### src/rtl/game_flow_ctrl.sv
// game_flow_ctrl: top-level game sequencer.
//
// Runs the title -> play -> game-over -> title cycle. It enforces a round
// timer and a minimum game-over display time. At end of round it latches
// both players' BCD scores and decides the winner. It pulses score_clear
// once at the start of each round.
//
// Optional feature macro: GAME_TIMER_EN.
//   Defined   - the round timer counts frames; the round also ends when it
//               reaches 0.
//   Undefined - the timer is removed, frames_left reads 0, and a round ends
//               only when both players are dead.
//
// Ports:
//   Clk, Reset              system clock; asynchronous active-high reset
//   frame_tick              one-cycle pulse per video frame
//   start_key               start/restart key level (synchronous)
//   p1_dead, p2_dead        player-out levels
//   p1_score, p2_score      live 4-digit BCD scores
//   game_state              00 title, 01 play, 10 game over
//   is_winner               0 tie, 1 P1, 2 P2
//   final_p1, final_p2      scores latched at end of round
//   score_clear             one-cycle pulse at round start
//   frames_left             remaining round frames

module game_flow_ctrl #(
    parameter int unsigned ROUND_FRAMES     = 3600,
    parameter int unsigned OVER_HOLD_FRAMES = 120
) (
    input  logic        Clk,
    input  logic        Reset,
    input  logic        frame_tick,
    input  logic        start_key,
    input  logic        p1_dead,
    input  logic        p2_dead,
    input  logic [15:0] p1_score,
    input  logic [15:0] p2_score,
    output logic [1:0]  game_state,
    output logic [1:0]  is_winner,
    output logic [15:0] final_p1,
    output logic [15:0] final_p2,
    output logic        score_clear,
    output logic [15:0] frames_left
);

    typedef enum logic [1:0] {
        S_TITLE = 2'd0,
        S_PLAY  = 2'd1,
        S_LATCH = 2'd2,
        S_OVER  = 2'd3
    } state_t;

    localparam logic [7:0] HOLD_INIT = OVER_HOLD_FRAMES[7:0];

    state_t     state;
    logic       start_q;
    logic [7:0] hold_cnt;
    logic       start_rise;
    logic       both_dead;
    logic       time_up;

    assign start_rise = start_key & ~start_q;
    assign both_dead  = p1_dead & p2_dead;

`ifdef GAME_TIMER_EN
    localparam logic [15:0] ROUND_INIT = ROUND_FRAMES[15:0];
    logic [15:0] frames_q;
    assign frames_left = frames_q;
    assign time_up     = (frames_q == 16'd0);
`else
    // Without the timer the round length has no effect. Folding it into the
    // zero constant keeps the parameter referenced.
    assign frames_left = ROUND_FRAMES[15:0] & 16'h0000;
    assign time_up     = 1'b0;
`endif

    always_ff @(posedge Clk or posedge Reset) begin
        if (Reset) begin
            state       <= S_TITLE;
            game_state  <= 2'b00;
            is_winner   <= 2'd0;
            final_p1    <= 16'h0000;
            final_p2    <= 16'h0000;
            score_clear <= 1'b0;
            hold_cnt    <= 8'd0;
            // Reset to 1 so that a key held through reset does not count as a press.
            start_q     <= 1'b1;
`ifdef GAME_TIMER_EN
            frames_q    <= ROUND_INIT;
`endif
        end else begin
            start_q     <= start_key;
            score_clear <= 1'b0;
            case (state)
                S_TITLE: begin
                    if (start_rise) begin
                        state       <= S_PLAY;
                        game_state  <= 2'b01;
                        score_clear <= 1'b1;
`ifdef GAME_TIMER_EN
                        frames_q    <= ROUND_INIT;
`endif
                    end
                end
                S_PLAY: begin
`ifdef GAME_TIMER_EN
                    // The tick applies even on the cycle the round ends.
                    if (frame_tick && (frames_q != 16'd0))
                        frames_q <= frames_q - 16'd1;
`endif
                    if (both_dead || time_up)
                        state <= S_LATCH;
                end
                S_LATCH: begin
                    final_p1   <= p1_score;
                    final_p2   <= p2_score;
                    // In BCD, digit order matches bit significance, so a binary compare ranks the scores correctly.
                    is_winner  <= (p1_score > p2_score) ? 2'd1 :
                                  (p1_score < p2_score) ? 2'd2 : 2'd0;
                    hold_cnt   <= HOLD_INIT;
                    state      <= S_OVER;
                    game_state <= 2'b10;
                end
                S_OVER: begin
                    if (frame_tick && (hold_cnt != 8'd0))
                        hold_cnt <= hold_cnt - 8'd1;
                    // A press that arrives before the hold expires is dropped.
                    if (start_rise && (hold_cnt == 8'd0)) begin
                        state      <= S_TITLE;
                        game_state <= 2'b00;
                    end
                end
            endcase
        end
    end

endmodule

### config.mk
export PLATFORM = sky130hd
export DESIGN_NAME = game_flow_ctrl
export DESIGN_NICKNAME = d
export VERILOG_FILES = /design/src/rtl/game_flow_ctrl.sv
export SDC_FILE = /design/constraint.sdc
export NUM_CORES = 1
export LEC_CHECK = 0
export ABC_CLOCK_PERIOD_IN_PS = 1900
export BUFFER_PORTS_ARGS = -buffer_cell sky130_fd_sc_hd__buf_2
export CORE_MARGIN = 10
export CORE_UTILIZATION = 40
export DETAILED_ROUTE_END_ITERATION = 7
export GPL_ROUTABILITY_DRIVEN = 1
export PLACE_DENSITY = 0.73
export SYNTH_ARGS = -nofsm -noshare
export SYNTH_HDL_FRONTEND = slang
export SYNTH_SLANG_ARGS = --single-unit
### constraint.sdc
create_clock -name Clk -period 1.9 [get_ports Clk]
set_input_delay 0.38 -clock Clk [delete_from_list [all_inputs] [get_ports Clk]]
set_output_delay 0.38 -clock Clk [all_outputs]
set_load 0.05 [all_outputs]
==> flow_summary.toml <==
[status]
status = "finished, final reports clean"

[worst_setup_path]
crit_path_end_kind = "register"
critPathLaunchType = "register"
cp_max_fo = 4
cp-startpoint = "hold_cnt[0]"
arrival_ns = 1.99
rr_worst_depth = 7
crit_end = "game_state[1]"
r2r_start = "hold_cnt[0]"
worstPathRequired_ns = 2.08
ff2ff_setup_slack_ns = 0.08
r2r-end = "game_state[1]"
path_class = "register to register"

[final_layout]
layout.nets = 373
final_cells = 390
diodes = 0
drive_above_1_share_pct = 42.8
area_growth_pct = 22.2
area.sequential_sq_um = 1200
fill_cells = 601
multi_input_area_sq_um = 1270

[clock_network]
cts_num_sinks = 48
cts.path.max_buffers = 2
root_buffer = "clkbuf_8"
clk_pin_slew_ns = 0.08
cts_tree = "yes"
insertion_delay_ns = 0.29
cts_made_buffers = 5
htreeDepth = 2

[floorplan]
rows = 29
die_area_sq_um = 10200
chipWidth_um = 101
ioPinCount = 91
core_area_sq_um = 6350
dieHeight_um = 101
initial_utilization_pct = 41.4

[synth]
ys.flop_type = "dfrtp_1"
synth_seq_area_share_pct = 45.8
synthArstFlopShare_pct = 100
syn_inst = 228
yosysWarnings = 0
synth_area_sq_um = 2630
synth-seq-cells = 48
synth_area_per_cell_sq_um = 11.5
synth_edf_count = 0
ys_types = 46

[global_route]
grt_max_degree = 27
track_usage_pct = 12.1
grt_pass1_vias = 2051
gr-total-overflow = 0
grt_first_pass_wirelength_um = 10000
antenna_found_initial = 0

[routing]
vias = 1933
routed_wirelength_um = 6110
antenna_left = 0
avgViaCountPerCell = 4.96
wl_per_cell_um = 15.7
route.detailed.drc = 0
first_pass_iters = 4
drtIter0Drc = 97

[sta]
hold_violations = 0
fin_crit_sh_pct = 95.6
finalClockSkew_ns = 0.00429
max_slew_margin_pct = 59.2
final.min_clock_period_ns = 1.82
max_freq_mhz = 551
setup_viol = 0
drv_slew = 0
grt_setup_unrepaired = "no"
hold_slack_ns = 0.124
max_slew.worst_pin.slew_ns = 0.596

[place]
numPortBuffers = 74
place_inst = 382
gp_congestion = 0.817
post-dp-hpwl_um = 5020

[power]
power.density_nw_per_um2 = 1870
total_power_mw = 5.99
p_leak_nw = 1.63
ir_drop_uv = 990

[job]
maxCapViolations = 0

[worst_hold_path]
hold_class = "input pin to asynchronous set/reset pin"
==> cell type report <==
cell class	instances	area share [%]
Clock buffer	8	2.80
Multi-Input combinational cell	148	39.6
Sequential cell	48	37.4
Tap cell	77	3.00
Inverter	25	2.92
Timing Repair Buffer	84	14.3
==> repair_timing <==
item / 4_1_cts / 5_1_grt
resized for setup: 1 / 4
buffers inserted: 0 / 0
setup endpoints to repair: 2 / 4
hold buffers: 0 / 0
==> registers in the layout, indices dropped and copies added (netlist names) <==
register	count
final_p1	16
final_p2	16
hold_cnt	8
game_state	2
is_winner	2
state	2
score_clear	1
start_q	1
==> cell usage after synthesis (2+ instances only) <==
master    instances  area (sq um)
clkbuf_1          3          11.3
mux2i_1           3          30.0
nor3_1            2          10.0
mux2_1            2          22.5
buf_4            16           120
o21bai_1          2          15.0
nor3b_1           2          15.0
a22o_1            2          17.5
inv_1            25          93.8
o21ai_0           2          10.0
and2_1            2          12.5
nor2_1            6          22.5
a21oi_1           7          35.0
buf_2             3          15.0
nand3_1           4          20.0
a21o_1            3          22.5
mux2_2           32           360
ha_1             23           288
dfrtp_1          47          1180
nor2b_1           2          12.5
nand2b_1          2          12.5
nand2_1          11          41.3
a41oi_1           2          17.5
a31oi_1           2          12.5
a311oi_1          2          17.5
==> worst max-delay path: stages (launching register included) <==
cell and delay [ns]:
dfrtp_1 0.41, inv_1 0.08, ha_1 0.20, nor3b_2 0.15, buf_4 0.15, and4b_1 0.22, o21bai_2 0.16, mux2_1 0.34
==> cells by family (layout without fill, tap and decap cells) <==
logic type / count (synthesis) / after routing / share of synthesized area (%)
other: 1 / 16 / 0.143
adder cells (fa/ha/maj): 23 / 23 / 11.0
AND/OR/NAND/NOR: 40 / 40 / 9.33
multiplexers: 37 / 37 / 15.7
XOR/XNOR: 1 / 1 / 0.333
flip-flops: 48 / 48 / 45.8
buffers and inverters: 47 / 117 / 9.14
AO/OA/AOI/OAI: 31 / 31 / 8.62
==> layer usage <==
metal	up-vias	part of all wire [%]	track usage, %
met4	0	1.2	4.18
met2	54	49	20.1
met3	5	8.1	3.43
li1	940	-	-
met1	934	42	14.5
met5	-	0	0
==> worst min path at each step <==
stage | startpoint | endpoint | depth (start not counted)
global route | Reset | state[1] | 2
detailed placement | Reset | state[0] | 2
floorplan | start_key | start_q | 0
CTS | Reset | state[0] | 2
finish | Reset | state[1] | 2
global placement | Reset | state[1] | 2
==> layout by cell type (no fill, tap or decap), drive strengths merged, types with 2 or more instances in the layout <==
cell type	Yosys	final
a21oi	7	7
nor2	6	6
dfrtp	47	47
nand3	5	5
conb	1	16
nor3	2	2
nor2b	2	2
a21o	3	3
inv	25	25
nand2b	2	2
clkbuf	3	8
o21ai	3	3
and2	2	2
a31oi	2	2
a41oi	2	2
a22o	2	2
a311oi	2	2
nor4	2	2
nand4	2	2
ha	23	23
nor3b	2	2
mux2i	3	3
nand2	11	11
mux2	34	34
o21bai	2	2
buf	19	84
==> stage by stage <==
step / cell area, sq um / TNS [ns] / setup WS, ns / util (%)
6_report: 3210 / 0 / 0.0845 / 50.6
5_1_grt: 3210 / 0 / 0.0124 / 50.6
4_1_cts: 3190 / 0 / 0.0497 / 50.2
3_5_place_dp: 3090 / -0.244 / -0.176 / 48.7
3_3_place_gp: 3090 / -0.109 / -0.109 / 48.7
2_1_floorplan: 2680 / 0 / 0.0101 / -
==> power by group <==
| part | switching [mW] | leakage, nW | internal, mW | total [mW] |
|---|---|---|---|---|
| sequential | 0.272 | 0.561 | 1.50 | 1.77 |
| clock | 0.327 | 0.0455 | 0.298 | 0.625 |
| combinational | 2.43 | 1.02 | 1.17 | 3.60 |
| total | 3.03 | 1.63 | 2.97 | 5.99 |
(Power assumes the default switching activity.)
